**config.mk**
```make
export PLATFORM = sky130hd
export DESIGN_NAME = onchip_mem_arbiter_flat
export DESIGN_NICKNAME = d
export VERILOG_FILES = /design/src/rtl/onchip_mem_arbiter_pkg.sv /design/src/rtl/onchip_mem_arbiter_if.sv /design/src/rtl/onchip_mem_arbiter_rr_arb2.sv /design/src/rtl/onchip_mem_arbiter.sv /design/src/flat_wrapper.sv
export SDC_FILE = /design/constraint.sdc
export NUM_CORES = 1
export LEC_CHECK = 0
export BUFFER_PORTS_ARGS = -buffer_cell sky130_fd_sc_hd__buf_2
export CORE_AREA = 2 2 97 99
export CTS_BUF_LIST = sky130_fd_sc_hd__clkbuf_8
export DETAILED_ROUTE_END_ITERATION = 8
export DIE_AREA = 0 0 99 101
export GPL_TIMING_DRIVEN = 0
export PLACE_DENSITY = 0.58
export SLEW_MARGIN = 25
export SYNTH_ARGS = -nofsm -noshare
export SYNTH_HDL_FRONTEND = slang
export SYNTH_SLANG_ARGS = --single-unit
export TNS_END_PERCENT = 30
```
**constraint.sdc**
```tcl
create_clock -name clk -period 3.8 [get_ports clk]
set_input_delay 1.14 -clock clk [delete_from_list [all_inputs] [get_ports clk]]
set_output_delay 1.14 -clock clk [all_outputs]
set_load 0.02 [all_outputs]
```
**src/rtl/onchip_mem_arbiter_pkg.sv**
```systemverilog
// Shared definitions for the two-master on-chip RAM arbiter:
// default bus widths, the master index type and the round-robin reset state.
package onchip_mem_arb_pkg;

    localparam int DEF_ADDR_W = 10;   // 1024-word RAM
    localparam int DEF_DATA_W = 32;

    // Index of one of the two masters
    typedef logic mst_idx_t;

    // `last` comes out of reset pointing at master 1 so master 0 wins the first tie
    localparam mst_idx_t LAST_RST = 1'b1;

endpackage

```
**src/rtl/onchip_mem_arbiter_if.sv**
```systemverilog
// Avalon-MM master port as seen by the arbiter: request side driven by the
// master, waitrequest/read response driven back by the arbiter.
interface onchip_mem_arbiter_if #(
    parameter int ADDR_W = onchip_mem_arb_pkg::DEF_ADDR_W,
    parameter int DATA_W = onchip_mem_arb_pkg::DEF_DATA_W
);
    localparam int BE_W = DATA_W / 8;

    logic [ADDR_W-1:0] address;
    logic [BE_W-1:0]   byteenable;
    logic              read;
    logic              write;
    logic [DATA_W-1:0] writedata;
    logic              waitrequest;
    logic [DATA_W-1:0] readdata;
    logic              readdatavalid;

    modport master (
        output address, byteenable, read, write, writedata,
        input  waitrequest, readdata, readdatavalid
    );

    modport slave (
        input  address, byteenable, read, write, writedata,
        output waitrequest, readdata, readdatavalid
    );

endinterface

```
**src/rtl/onchip_mem_arbiter_rr_arb2.sv**
```systemverilog
// Two-input round-robin arbiter. Grant is combinational; `last` remembers the
// most recent winner so that on a tie the other master is served next.
module rr_arb2
    import onchip_mem_arb_pkg::*;
(
    input  logic       clk,
    input  logic       reset_n,
    input  logic [1:0] req,
    input  logic       freeze,
    output logic [1:0] grant
);

    mst_idx_t last_q;
    mst_idx_t last_d;

    // Pick the winner for this cycle and the new `last` if a grant is issued
    always_comb begin
        grant  = 2'b00;
        last_d = last_q;
        if (!freeze) begin
            case (req)
                2'b01:   grant = 2'b01;
                2'b10:   grant = 2'b10;
                2'b11:   grant = (last_q == 1'b1) ? 2'b01 : 2'b10;
                default: grant = 2'b00;
            endcase
        end
        if (grant != 2'b00) begin
            last_d = grant[1];
        end
    end

    // Winner history register; holds whenever no grant is issued
    always_ff @(posedge clk or negedge reset_n) begin
        if (!reset_n) begin
            last_q <= LAST_RST;
        end else begin
            last_q <= last_d;
        end
    end

endmodule

```
**src/rtl/onchip_mem_arbiter.sv**
```systemverilog
// Shares a single-port on-chip RAM between two Avalon-MM masters. The RAM
// output is unregistered behind a registered address, so read data is valid
// exactly one cycle after the grant edge and is broadcast to both masters,
// qualified by a per-master readdatavalid.
module onchip_mem_arbiter
    import onchip_mem_arb_pkg::*;
#(
    parameter int ADDR_W = DEF_ADDR_W,
    parameter int DATA_W = DEF_DATA_W
) (
    input  logic                  clk,
    input  logic                  reset_n,
    input  logic                  freeze,
    onchip_mem_arbiter_if.slave   m0,
    onchip_mem_arbiter_if.slave   m1,
    output logic [ADDR_W-1:0]     mem_address,
    output logic [DATA_W/8-1:0]   mem_byteenable,
    output logic                  mem_chipselect,
    output logic                  mem_write,
    output logic [DATA_W-1:0]     mem_writedata,
    output logic                  mem_clken,
    input  logic [DATA_W-1:0]     mem_readdata
);

    logic [1:0] wr_req;
    logic [1:0] rd_req;
    logic [1:0] req;
    logic [1:0] grant;
    logic [1:0] wait_vec;
    logic [1:0] rd_pend_q;
    logic [1:0] rd_pend_d;

    // A write and read together on one master is treated as a write
    assign wr_req = {m1.write, m0.write};
    assign rd_req = {m1.read, m0.read} & ~wr_req;

    // Requests are held off during reset so nothing reaches the RAM
    assign req = (wr_req | rd_req) & {2{reset_n}};

    rr_arb2 u_arb (
        .clk     (clk),
        .reset_n (reset_n),
        .req     (req),
        .freeze  (freeze),
        .grant   (grant)
    );

    // Per-master stall: the loser (or everyone under freeze/reset) waits
    generate
        for (genvar gi = 0; gi < 2; gi++) begin : g_wait
            assign wait_vec[gi] = ~reset_n | (req[gi] & ~grant[gi]);
        end
    endgenerate

    // Route the granted master's request onto the RAM port
    always_comb begin
        mem_address    = m0.address;
        mem_byteenable = m0.byteenable;
        mem_writedata  = m0.writedata;
        mem_chipselect = |grant;
        mem_write      = 1'b0;
        if (grant[1]) begin
            mem_address    = m1.address;
            mem_byteenable = m1.byteenable;
            mem_writedata  = m1.writedata;
            mem_write      = wr_req[1];
        end else if (grant[0]) begin
            mem_write      = wr_req[0];
        end
    end

    // Remember which master, if any, gets the RAM output next cycle
    always_comb begin
        rd_pend_d = grant & rd_req;
    end

    // Read-in-flight register; reset drops any pending response
    always_ff @(posedge clk or negedge reset_n) begin
        if (!reset_n) begin
            rd_pend_q <= 2'b00;
        end else begin
            rd_pend_q <= rd_pend_d;
        end
    end

    // The RAM never stalls once out of reset
    assign mem_clken = reset_n;

    assign m0.waitrequest   = wait_vec[0];
    assign m1.waitrequest   = wait_vec[1];
    assign m0.readdatavalid = rd_pend_q[0];
    assign m1.readdatavalid = rd_pend_q[1];
    assign m0.readdata      = mem_readdata;
    assign m1.readdata      = mem_readdata;

endmodule

```
**src/flat_wrapper.sv**
```systemverilog
// flat-port wrapper written by rule: the top's interface ports become plain ports
module onchip_mem_arbiter_flat import onchip_mem_arb_pkg::*;
#(
    parameter int ADDR_W = DEF_ADDR_W,
    parameter int DATA_W = DEF_DATA_W
)
  (clk, reset_n, freeze, mem_address, mem_byteenable, mem_chipselect, mem_write, mem_writedata, mem_clken, mem_readdata, m0_address, m0_byteenable, m0_read, m0_write, m0_writedata, m0_waitrequest, m0_readdata, m0_readdatavalid, m1_address, m1_byteenable, m1_read, m1_write, m1_writedata, m1_waitrequest, m1_readdata, m1_readdatavalid);
  onchip_mem_arbiter_if #(.ADDR_W(ADDR_W), .DATA_W(DATA_W)) m0_i ();
  onchip_mem_arbiter_if #(.ADDR_W(ADDR_W), .DATA_W(DATA_W)) m1_i ();
  input  logic clk;
  input  logic reset_n;
  input  logic freeze;
  output logic [ADDR_W-1:0] mem_address;
  output logic [DATA_W/8-1:0] mem_byteenable;
  output logic mem_chipselect;
  output logic mem_write;
  output logic [DATA_W-1:0] mem_writedata;
  output logic mem_clken;
  input  logic [DATA_W-1:0] mem_readdata;
  input wire logic [$bits(m0_i.address)-1:0] m0_address;
  input wire logic [$bits(m0_i.byteenable)-1:0] m0_byteenable;
  input wire logic [$bits(m0_i.read)-1:0] m0_read;
  input wire logic [$bits(m0_i.write)-1:0] m0_write;
  input wire logic [$bits(m0_i.writedata)-1:0] m0_writedata;
  output wire logic [$bits(m0_i.waitrequest)-1:0] m0_waitrequest;
  output wire logic [$bits(m0_i.readdata)-1:0] m0_readdata;
  output wire logic [$bits(m0_i.readdatavalid)-1:0] m0_readdatavalid;
  input wire logic [$bits(m1_i.address)-1:0] m1_address;
  input wire logic [$bits(m1_i.byteenable)-1:0] m1_byteenable;
  input wire logic [$bits(m1_i.read)-1:0] m1_read;
  input wire logic [$bits(m1_i.write)-1:0] m1_write;
  input wire logic [$bits(m1_i.writedata)-1:0] m1_writedata;
  output wire logic [$bits(m1_i.waitrequest)-1:0] m1_waitrequest;
  output wire logic [$bits(m1_i.readdata)-1:0] m1_readdata;
  output wire logic [$bits(m1_i.readdatavalid)-1:0] m1_readdatavalid;
  assign m0_i.address = m0_address;
  assign m0_i.byteenable = m0_byteenable;
  assign m0_i.read = m0_read;
  assign m0_i.write = m0_write;
  assign m0_i.writedata = m0_writedata;
  assign m0_waitrequest = m0_i.waitrequest;
  assign m0_readdata = m0_i.readdata;
  assign m0_readdatavalid = m0_i.readdatavalid;
  assign m1_i.address = m1_address;
  assign m1_i.byteenable = m1_byteenable;
  assign m1_i.read = m1_read;
  assign m1_i.write = m1_write;
  assign m1_i.writedata = m1_writedata;
  assign m1_waitrequest = m1_i.waitrequest;
  assign m1_readdata = m1_i.readdata;
  assign m1_readdatavalid = m1_i.readdatavalid;
  onchip_mem_arbiter #(.ADDR_W(ADDR_W), .DATA_W(DATA_W)) u_core (.clk(clk), .reset_n(reset_n), .freeze(freeze), .m0(m0_i), .m1(m1_i), .mem_address(mem_address), .mem_byteenable(mem_byteenable), .mem_chipselect(mem_chipselect), .mem_write(mem_write), .mem_writedata(mem_writedata), .mem_clken(mem_clken), .mem_readdata(mem_readdata));
endmodule
```
### Word level (Yosys, flattened, before mapping)

Cells that the tools add are included.

* output and inout port bits: 117
* logic and storage cells: 27
* input port bits: 131
* bits in registers: 3

* bitwise logic cells: 12
* equal/unequal tests: 3
* muxes and demuxes: 8
* reduce and logical (&&, ||, !) cells: 2

Operators by type and width (count)
* two-way mux 32 bit: 1
* two-way mux 10 bit: 1
* bitwise AND 2 bit: 3
* case mux 2 bit (3 select lines): 1
* == test 2 bit (second input constant): 2
* two-way mux 2 bit: 2
* two-way mux 4 bit: 1
* NOT 1 bit: 3
* bitwise AND 1 bit: 2
* == test 2 x 1 -> 1 bit (second input constant): 1
* two-way mux 1 bit: 2
* NOT 2 bit: 1
* bitwise OR 1 bit: 2
* bitwise OR 2 bit: 1
* nonzero test 2 bit: 1
* OR reduction 2 bit: 1

### Longest topological paths before layout

Gate-level depths: netlist of run 1.

* depth in word-level cells: 10
* mapped depth: 5
* mapped depth without buffers: 3

### By module

From an unflattened synthesis of run 1, not the netlist that was laid out.

* cell total of the unflattened synthesis: 140
* area, all modules: 1462.7 µm²

Modules (own cells, without submodules)
* onchip_mem_arbiter: instances 1, area an instance 1391.3 µm², cells each 133, sequential area each 50.0 µm²
* rr_arb2: instances 1, area an instance 71.3 µm², cells each 7, sequential area each 26.3 µm²

### Worst setup path before layout of run 1

Ideal clock, no wire load.

* kind: input port to output port
* start: input port m0_write
* end: output port mem_address[0]
* path slack: 0.382 ns
* arrival time: 2.278 ns
* required time: 2.660 ns
* stages: 5
* cells stage by stage: o21a_1 > or3_1 > buf_6 > buf_12 > mux2_4

* cells in the longest elaborated chain, start to end: 8
* elaborated cells on any way between the ends: 10
* classes of those cells: eq/ne: 3; mux: 3; bitwise: 4

Ends and longest elaborated chain
* start: declaration: line flat_wrapper.sv:23 `input wire logic [$bits(m0_i.write)-1:0] m0_write;`
* NOT 2 bit: line onchip_mem_arbiter.sv:35 `assign rd_req = {m1.read, m0.read} & ~wr_req;`
* bitwise AND 2 bit: line onchip_mem_arbiter.sv:35
* bitwise OR 2 bit *: line onchip_mem_arbiter.sv:38 `assign req = (wr_req | rd_req) & {2{reset_n}};`
* bitwise AND 2 bit *: line onchip_mem_arbiter.sv:38
* == test 2 bit or == test 2 x 1 -> 1 bit (tied branches): line onchip_mem_arbiter_rr_arb2.sv:21 `case (req)`
* case mux 2 bit (3 select lines) *: line onchip_mem_arbiter_rr_arb2.sv:21
* two-way mux 2 bit *: line onchip_mem_arbiter_rr_arb2.sv:20 `if (!freeze) begin`
* two-way mux 10 bit *: line onchip_mem_arbiter.sv:62 `if (grant[1]) begin`
* end: declaration: line flat_wrapper.sv:13 `output logic [ADDR_W-1:0] mem_address;`

Mark *: on every way between the ends. The rest lies on a longest branch, timed or not.

### Worst setup path in the final report of run 1

* start: input port m0_read
* end: output port mem_writedata[7]

* cells in the longest elaborated chain, start to end: 7
* elaborated cells on any way between the ends: 9
* classes of those cells: eq/ne: 3; mux: 3; bitwise: 3

Ends and longest elaborated chain
* start: declaration: line flat_wrapper.sv:22 `input wire logic [$bits(m0_i.read)-1:0] m0_read;`
* bitwise AND 2 bit *: line onchip_mem_arbiter.sv:35
* bitwise OR 2 bit *: line onchip_mem_arbiter.sv:38
* bitwise AND 2 bit *: line onchip_mem_arbiter.sv:38
* == test 2 bit or == test 2 x 1 -> 1 bit (tied branches): line onchip_mem_arbiter_rr_arb2.sv:21
* case mux 2 bit (3 select lines) *: line onchip_mem_arbiter_rr_arb2.sv:21
* two-way mux 2 bit *: line onchip_mem_arbiter_rr_arb2.sv:20
* two-way mux 32 bit *: line onchip_mem_arbiter.sv:62
* end: declaration: line flat_wrapper.sv:17 `output logic [DATA_W-1:0] mem_writedata;`

Marked as above.

==> flow_summary_export.csv, run 1 <==
group,metric,value,unit
outcome,status,"finished, final reports clean",
min_path,worstHoldPathCells,2,
timing,max_freq,267,MHz
critical_path,r2r_cells,2,
clock_tree,cts-root-buf,"clkbuf_8",
global_route,met3_usage,0.0257,
drt,vias_per_cell,3.69,
layout,drive_gt1_frac,0.947,
timing,tns,0,ns
synthesis,synthTopCellsByCount,"65 x buf_4, 40 x mux2_4, 6 x mux2_2, 4 x buf_12, 4 x nor2_1",
synthesis,netlist_area,1450,µm²
synthesis,synthFlopType,"dfrtp_1",
clock_tree,tritoncts_num_sinks,3,
synthesis,synth_edf_count,0,
critical_path,timing.rr.end,"u_core.rd_pend_q[0]",
critical_path,arrival,2.60,ns
timing,rsz0062_at_grt,"false",
critical_path,path_max_fanout,10,
layout,area_growth,88.1,%
layout,diodes,0,
clock_tree,htree_levels,1,
global_route,grt_pass1_vias,1550,
critical_path,endpoint_kind,"output port",
place,hpwl,4.78,mm
critical_path,worstSetupPathType,"in -> out",
synthesis,yosysWarnings,0,
min_path,worstHoldPathType,"reg -> reg",
synthesis,yosysMostFrequentCell,"buf_4",
global_route,met1_usage,0.100,
critical_path,start_kind,"primary input",
global_route,top_usage_layer,"met2",
global_route,gr-usage-met2,0.163,
clock_tree,post_cts_buffers,0,
synthesis,synth_area_per_cell,10.5,µm²
clock_tree,clk_pin_slew,0.03,ns
die,core-area,8980,µm²
drt,drc_errors,0,
synthesis,synth-seq-cells,3,
place,numPortBuffers,215,
clock_tree,cts_max_path_buffers,2,
power,power.density,203,nW/µm²
timing,finalMaxSlewViolations,0,
timing,relSlewSlack,0.796,
synthesis,synth_cells,138,
global_route,grtUsageTotal,0.0885,
drt,vias,1728,
die,die_area,10000,µm²
timing,final.setup_skew,0.00236,ns
timing,period_needed,3.74,ns
timing,worst_slew_pin_slew,0.302,ns
timing,setup_viol,0,
layout,fin_nets,489,
power,cellLeakagePower,0.00172,µW
die,io_pins,248,
min_path,min_to,"u_core.u_arb.last_q",
synthesis,syn-num-nets,269,
drt,first_pass_iters,4,
die,start_util,0.161,
power,vdd_drop_max,0.0000761,V
critical_path,r2r_start,"u_core.u_arb.last_q",
die,die-height,101,µm
global_route,grt_overflow,0,
global_route,grt_pass1_wl,7.16,mm
drt,final_antenna_net_count,0,
synthesis,postSynth.asyncResetShare,1.00,
synthesis,ys_top_cells_by_area,"mux2_4 42%, buf_4 34%, buf_12 5.5%, mux2_2 4.7%, dfrtp_1 3.5%",
drt,wirelength,5.33,mm
synthesis,synth_cell_types,19,
drt,wire_per_inst,11.4,µm
synthesis,synth_largest_area_cell,"mux2_4",
place,place_congestion,0.733,
synthesis,seq_area_frac_synth,0.0528,
drt,drt_iter0_drc,16,
timing,final-hold-violation-count,0,
global_route,antenna_found_initial,0,
die,row_count,35,
die,die_w,99,µm
clock_tree,worstSkewPairLatency,0.22,ns
global_route,grt_max_degree,11,
clock_tree,cts_tree,"built",
timing,min_period_over_period,0.984,
min_path,hold_start,"u_core.u_arb.last_q",
run,maxCapViolations,0,
clock_tree,numCtsBuffers,3,
power,p_total,553,µW
critical_path,rrSetupSlack,2.68,ns
critical_path,crit_required,2.66,ns
synthesis,synth_top_area_share,0.416,
## per-layer routing
metal  wire, µm  part of all wire  vias up
met4         27            0.0051        0
li1           -                 -      846
met5          0                 0        -
met2       2710              0.51      138
met1       1820              0.34      742
met3        771              0.14        2
## cells in the final DEF (no fill, tap or decap)
master	synthesis	layout
a311oi_1	1	1
nor4b_1	2	2
o21a_1	1	1
inv_1	1	2
o21ai_0	3	3
o21ba_2	1	1
buf_4	65	65
mux2_2	6	6
dfstp_2	1	1
mux2_4	40	40
clkbuf_8	0	3
nand2b_4	1	1
or3_4	0	1
a21oi_1	2	2
nor2_1	4	4
o31ai_1	1	1
buf_2	0	215
nand2b_1	1	1
dfrtp_1	2	2
buf_12	4	5
## stage by stage
step	utilization	instances	instance area, µm²	hold slack (ns)	setup WS, ns
global route	0.303	468	2720	0.556	0.00883
floorplan	-	138	1450	0.494	0.382
CTS	0.301	468	2710	0.533	0.0339
detailed placement	0.296	464	2660	0.522	0.0402
global placement	0.296	464	2660	0.509	0.0438
finish	0.303	468	2720	0.534	0.0608
## cell type report
cell class	count	area (µm²)
flip-flops and latches	3	76.3
fillers	953	6260
well taps	111	139
repair buffers	215	1080
plain buffers	70	588
clock buffers	3	41.3
multi-input cells	64	791
inverters	1	3.75
clock inverters	1	3.75
## worst max path at each step
stage | from | end | slack (ns) | cells past startpoint
finish | m0_read | mem_writedata[7] | 0.06 | 7
floorplan | m0_write | mem_address[0] | 0.38 | 5
global placement | m0_write | mem_writedata[17] | 0.04 | 7
detailed placement | m0_write | mem_writedata[17] | 0.04 | 7
global route | m0_write | mem_writedata[7] | 0.009 | 7
CTS | m0_write | mem_writedata[17] | 0.03 | 7
## report_power, final
part | internal [µW] | switching [µW] | leakage [µW]
sequential | 37.4 | 4.00 | 0.0000381
clock | 68.8 | 21.1 | 0.0000269
combinational | 219 | 203 | 0.00165
## sequential cells by signal, summed over array words and instances, names as in the netlist
register / count
u_core.rd_pend_q: 2
u_core.u_arb.last_q: 1
## logic make-up (layout without fill, tap and decap cells)
group	after synthesis	in the layout	share of synthesized area
AOI/OAI and AO/OA	9	9	0.0407
buffers and inverters	71	290	0.403
DFF	3	3	0.0528
muxes	46	46	0.462
and+or+nand+nor	9	9	0.0407
## worst max-delay path, cell delays in order
cell and delay [ns]:
buf_2 0.12, o21a_1 0.21, or3_4 0.34, buf_12 0.16, buf_12 0.15, mux2_4 0.30
buf_2 0.16
## timing repair
action	4_1_cts	5_1_grt
hold buffers	0	0
setup endpoints to repair	0	37
gates resized for setup	0	3
Note: power is estimated with default switching activity, not from simulation.
==> run 2: changes to the inputs <==
- CTS_BUF_LIST: sky130_fd_sc_hd__clkbuf_8 -> sky130_fd_sc_hd__clkbuf_2 sky130_fd_sc_hd__clkbuf_4 sky130_fd_sc_hd__clkbuf_8
==> flow_summary_export.csv, run 2 (synthesis results as in run 1) <==
group,metric,value,unit
outcome,status,"finished, final reports clean",
clock_tree,cts-root-buf,"clkbuf_8",
timing,setup_viol,0,
critical_path,timing.rr.end,"u_core.rd_pend_q[0]",
power,cellLeakagePower,0.00172,µW
drt,wire_per_inst,11.4,µm
global_route,antenna_found_initial,0,
layout,largest_reg_flops,2,
critical_path,arrival,2.60,ns
global_route,grt_pass1_vias,1550,
clock_tree,cts_tree,"built",
critical_path,rrSetupSlack,2.68,ns
clock_tree,numCtsBuffers,3,
layout,area_growth,88.4,%
timing,final.setup_skew,0.00226,ns
drt,drc_errors,0,
global_route,grt_overflow,0,
power,power.density,207,nW/µm²
layout,drive_gt1_frac,0.950,
min_path,worstHoldPathType,"reg -> reg",
critical_path,cp.depth,7,
min_path,hold_start,"u_core.u_arb.last_q",
drt,final_antenna_net_count,0,
layout,fin_area,2720,µm²
layout,diodes,0,
critical_path,worstSetupPathType,"in -> out",
clock_tree,worstSkewPairLatency,0.22,ns
die,row_count,35,
timing,rsz0062_at_grt,"false",
clock_tree,htree_levels,1,
min_path,worstHoldPathCells,2,
power,vdd_drop_max,0.0000981,V
die,core-area,8980,µm²
global_route,grtUsageTotal,0.0885,
global_route,grt_pass1_wl,7.16,mm
drt,vias_per_cell,3.70,
critical_path,start_kind,"primary input",
clock_tree,cts_max_path_buffers,2,
die,start_util,0.161,
die,io_pins,248,
clock_tree,tritoncts_num_sinks,3,
global_route,grt_max_degree,11,
critical_path,max_stage_delay,0.34,ns
critical_path,endpoint_kind,"output port",
timing,period_needed,3.74,ns
drt,first_pass_iters,4,
timing,relSlewSlack,0.794,
critical_path,path_max_fanout,10,
die,die_w,99,µm
die,die_area,10000,µm²
layout,final_cell_mix,"215 x buf_2, 65 x buf_4, 40 x mux2_4, 6 x mux2_2, 5 x buf_12",
clock_tree,clk_pin_slew,0.03,ns
layout,fillers,953,
timing,worst_slew_pin_slew,0.305,ns
timing,finalMaxSlewViolations,0,
drt,vias,1731,
layout,biggestRegsByFlops,"u_core.rd_pend_q x2, u_core.u_arb.last_q x1",
timing,min_period_over_period,0.984,
timing,final-hold-violation-count,0,
clock_tree,cts_resized,0,
critical_path,cp_cell_sequence,"buf_2 > o21a_1 > or3_4 > buf_12 > buf_12 > mux2_4 > buf_2",
place,numPortBuffers,215,
place,place_congestion,0.733,
run,maxCapViolations,0,
drt,wirelength,5.33,mm
critical_path,crit_family,"buffers and inverters",
layout,top_register,"u_core.rd_pend_q",
drt,drt_iter0_drc,16,
layout,fin_nets,489,
layout,instances_no_fill,468,
clock_tree,post_cts_buffers,0,
place,hpwl,4.78,mm
place,dpl_cell_area,2660,µm²
clock_tree,holdBufCountCts,0,
critical_path,r2r_start,"u_core.u_arb.last_q",
min_path,min_to,"u_core.u_arb.last_q",
timing,tns,0,ns
timing,max_freq,267,MHz
critical_path,crit_required,2.66,ns
die,die-height,101,µm
critical_path,r2r_cells,2,
layout,mostFrequentLayoutCell,"buf_2",
critical_path,worst-path-buf-inv,4,
critical_path,slowest_stage,"or3_4",
place,dp.cells,464,
[run 2: cell types whose count changed in the layout (fill, tap and decap cells not counted), sizes merged]
cell / previous run / this run
clkbuf: 3 / 4
inv: 2 / 1
[run 2: power by group]
group	total (µW)	switching [µW]	leakage, µW	internal (µW)
registers	41.2	3.78	0.0000381	37.4
logic	422	203	0.00165	219
clock network	100	21.5	0.0000262	78.7
total	563	228	0.00172	335
[run 2: how the worst max path moves through the flow]
stage	to	slack (ns)	start
after floorplan	mem_address[0]	0.38	m0_write
final	mem_writedata[7]	0.06	m0_write
after global routing	mem_writedata[7]	0.009	m0_write
after detailed placement	mem_writedata[17]	0.04	m0_write
after global placement	mem_writedata[17]	0.04	m0_write
after CTS	mem_writedata[17]	0.03	m0_write
[run 2: per-stage QoR]
step | hold WS (ns) | power, µW | util | worst slack (ns)
detailed placement | 0.522 | 464 | 0.296 | 0.0402
floorplan | 0.494 | 325 | - | 0.382
global placement | 0.509 | 460 | 0.296 | 0.0438
CTS | 0.533 | 567 | 0.302 | 0.0339
finish | 0.533 | 563 | 0.303 | 0.0616
global route | 0.556 | 597 | 0.303 | 0.00883
[run 2: metal layers]
layer  track usage  share of wire  vias to the layer above  wire, µm
li1              -              -                      846         -
met1         0.100           0.34                      743      1820
met2         0.163           0.51                      138      2690
met3        0.0257           0.15                        4       773
met4        0.0221         0.0083                        0        44
met5             0              0                        -         0
[run 2: worst register-to-register path, delay by kind of cell, from the launching register on]
family / cells / cell delay, ns
flops: 1 / 0.56
simple gates: 1 / 0.27
compound gates: 1 / 0.18
[run 2: area by class of cell]
cell class	instances	area [µm²]	area share
timing repair buffer	215	1080	0.395
multi-input combinational	64	791	0.290
buffer	70	588	0.216
tap	111	139	0.0510
sequential	3	76.3	0.0280
clock buffer	4	48.8	0.0179
inverter	1	3.75	0.00138
==> run 3: changes to the inputs <==
- GPL_TIMING_DRIVEN: 0 -> 1
==> flow_summary_export.csv, run 3 (synthesis results as in run 1) <==
group,metric,value,unit
die,start_util,0.161,
place,place_congestion,0.772,
place,dpl_cell_area,1830,µm²
min_path,worstHoldPathType,"reg -> reg",
power,p_total,439,µW
layout,final_cell_mix,"151 x buf_2, 40 x mux2_4, 6 x mux2_2, 6 x buf_4, 4 x nor2_1",
critical_path,endpoint_kind,"output port",
layout,multi_input_comb_area,791,µm²
timing,period_needed,3.65,ns
critical_path,start_kind,"primary input",
clock_tree,htree_levels,1,
clock_tree,holdBufCountCts,0,
place,numPortBuffers,151,
place,hpwl,3.98,mm
power,cellLeakagePower,0.00116,µW
outcome,status,"finished, final reports clean",
die,die_area,10000,µm²
layout,area_growth,32.6,%
drt,drt_iter0_drc,16,
die,die-height,101,µm
timing,tns,0,ns
drt,drc_errors,0,
clock_tree,cts_tree,"built",
place,preCtsSetupSlack,0.0146,ns
timing,worst_slew_pin_slew,0.355,ns
timing,finalMaxSlewViolations,0,
timing,final-hold-violation-count,0,
layout,regArea,76.3,µm²
clock_tree,clk_pin_slew,0.03,ns
global_route,grt_pass1_wl,6.13,mm
die,row_count,35,
layout,fillers,1002,
clock_tree,tritoncts_num_sinks,3,
layout,drive_gt1_frac,0.922,
layout,largest_reg_flops,2,
timing,rsz0062_at_grt,"false",
power,vdd_drop_max,0.0000825,V
layout,mostFrequentLayoutCell,"buf_2",
drt,vias,1283,
drt,wirelength,4.89,mm
drt,wire_per_inst,14.2,µm
clock_tree,numCtsBuffers,3,
die,core-area,8980,µm²
timing,worst_slack,0.150,ns
run,maxCapViolations,0,
critical_path,arrival,2.51,ns
drt,vias_per_cell,3.74,
die,die_w,99,µm
timing,setup_viol,0,
global_route,grt_overflow,0,
global_route,antenna_found_initial,0,
layout,top_register,"u_core.rd_pend_q",
clock_tree,cts_max_path_buffers,2,
critical_path,worstSetupPathType,"in -> out",
timing,min_period_over_period,0.961,
die,io_pins,248,
layout,fin_nets,364,
global_route,grt_pass1_vias,1274,
power,power.density,229,nW/µm²
layout,biggestRegsByFlops,"u_core.rd_pend_q x2, u_core.u_arb.last_q x1",
drt,final_antenna_net_count,0,
clock_tree,cts-root-buf,"clkbuf_8",
drt,first_pass_iters,4,
layout,diodes,0,
clock_tree,worstSkewPairLatency,0.22,ns
timing,final.setup_skew,0.00315,ns
critical_path,path_max_fanout,23,
global_route,grtUsageTotal,0.0777,
global_route,grt_max_degree,47,
layout,fin_area,1920,µm²
timing,relSlewSlack,0.760,
critical_path,crit_required,2.66,ns
timing,max_freq,274,MHz
timing,whs,0.525,ns
## run 3: report_power, final
group / total, µW / internal, µW / leakage (µW) / switching (µW)
clock: 103 / 78.9 / 0.0000262 / 24.2
sequential: 41.3 / 37.4 / 0.0000381 / 3.89
combinational: 294 / 153 / 0.00110 / 141
## run 3: layout make-up
type,instances,area share
inverters,1,0.00196
flip-flops and latches,3,0.0398
repair buffers,160,0.447
clock buffers,4,0.0255
well taps,111,0.0725
multi-input cells,64,0.413
## run 3: metal layers
layer  vias to the layer above  GRT usage  routed length (µm)
met5                         -          0                   0
met3                        17     0.0270                 697
met2                        89      0.138                2410
met4                         0     0.0421                 106
met1                       582     0.0804                1670
li1                        595          -                   -
## run 3: stage by stage
stage | instances | utilization
after global routing | 343 | 0.213
after floorplan | 138 | -
after global placement | 337 | 0.203
after CTS | 341 | 0.209
final | 343 | 0.213
after detailed placement | 337 | 0.203
## run 3: path summary, 6_finish.rpt
kind                                      from                   to  slack, ns  cells past startpoint
setup reg to reg           u_core.u_arb.last_q  u_core.rd_pend_q[0]       2.68                      2
min in group asynchronous              reset_n  u_core.rd_pend_q[0]       0.85                      2
max in group asynchronous              reset_n  u_core.u_arb.last_q       2.76                      2
hold / removal             u_core.u_arb.last_q  u_core.u_arb.last_q       0.53                      2
hold reg to reg            u_core.u_arb.last_q  u_core.u_arb.last_q       0.53                      2
setup / recovery                      m0_write     mem_writedata[7]       0.15                      6
## run 3: critical path: stages
cell and delay, ns:
buf_2 0.11, o21a_1 0.19, or3_4 0.38, buf_12 0.19, mux2_4 0.32, buf_2 0.16
## run 3: timing repair
action	4_1_cts	5_1_grt
buffers inserted	0	0
endpoints found under the setup margin	0	37
gates resized for setup	0	1
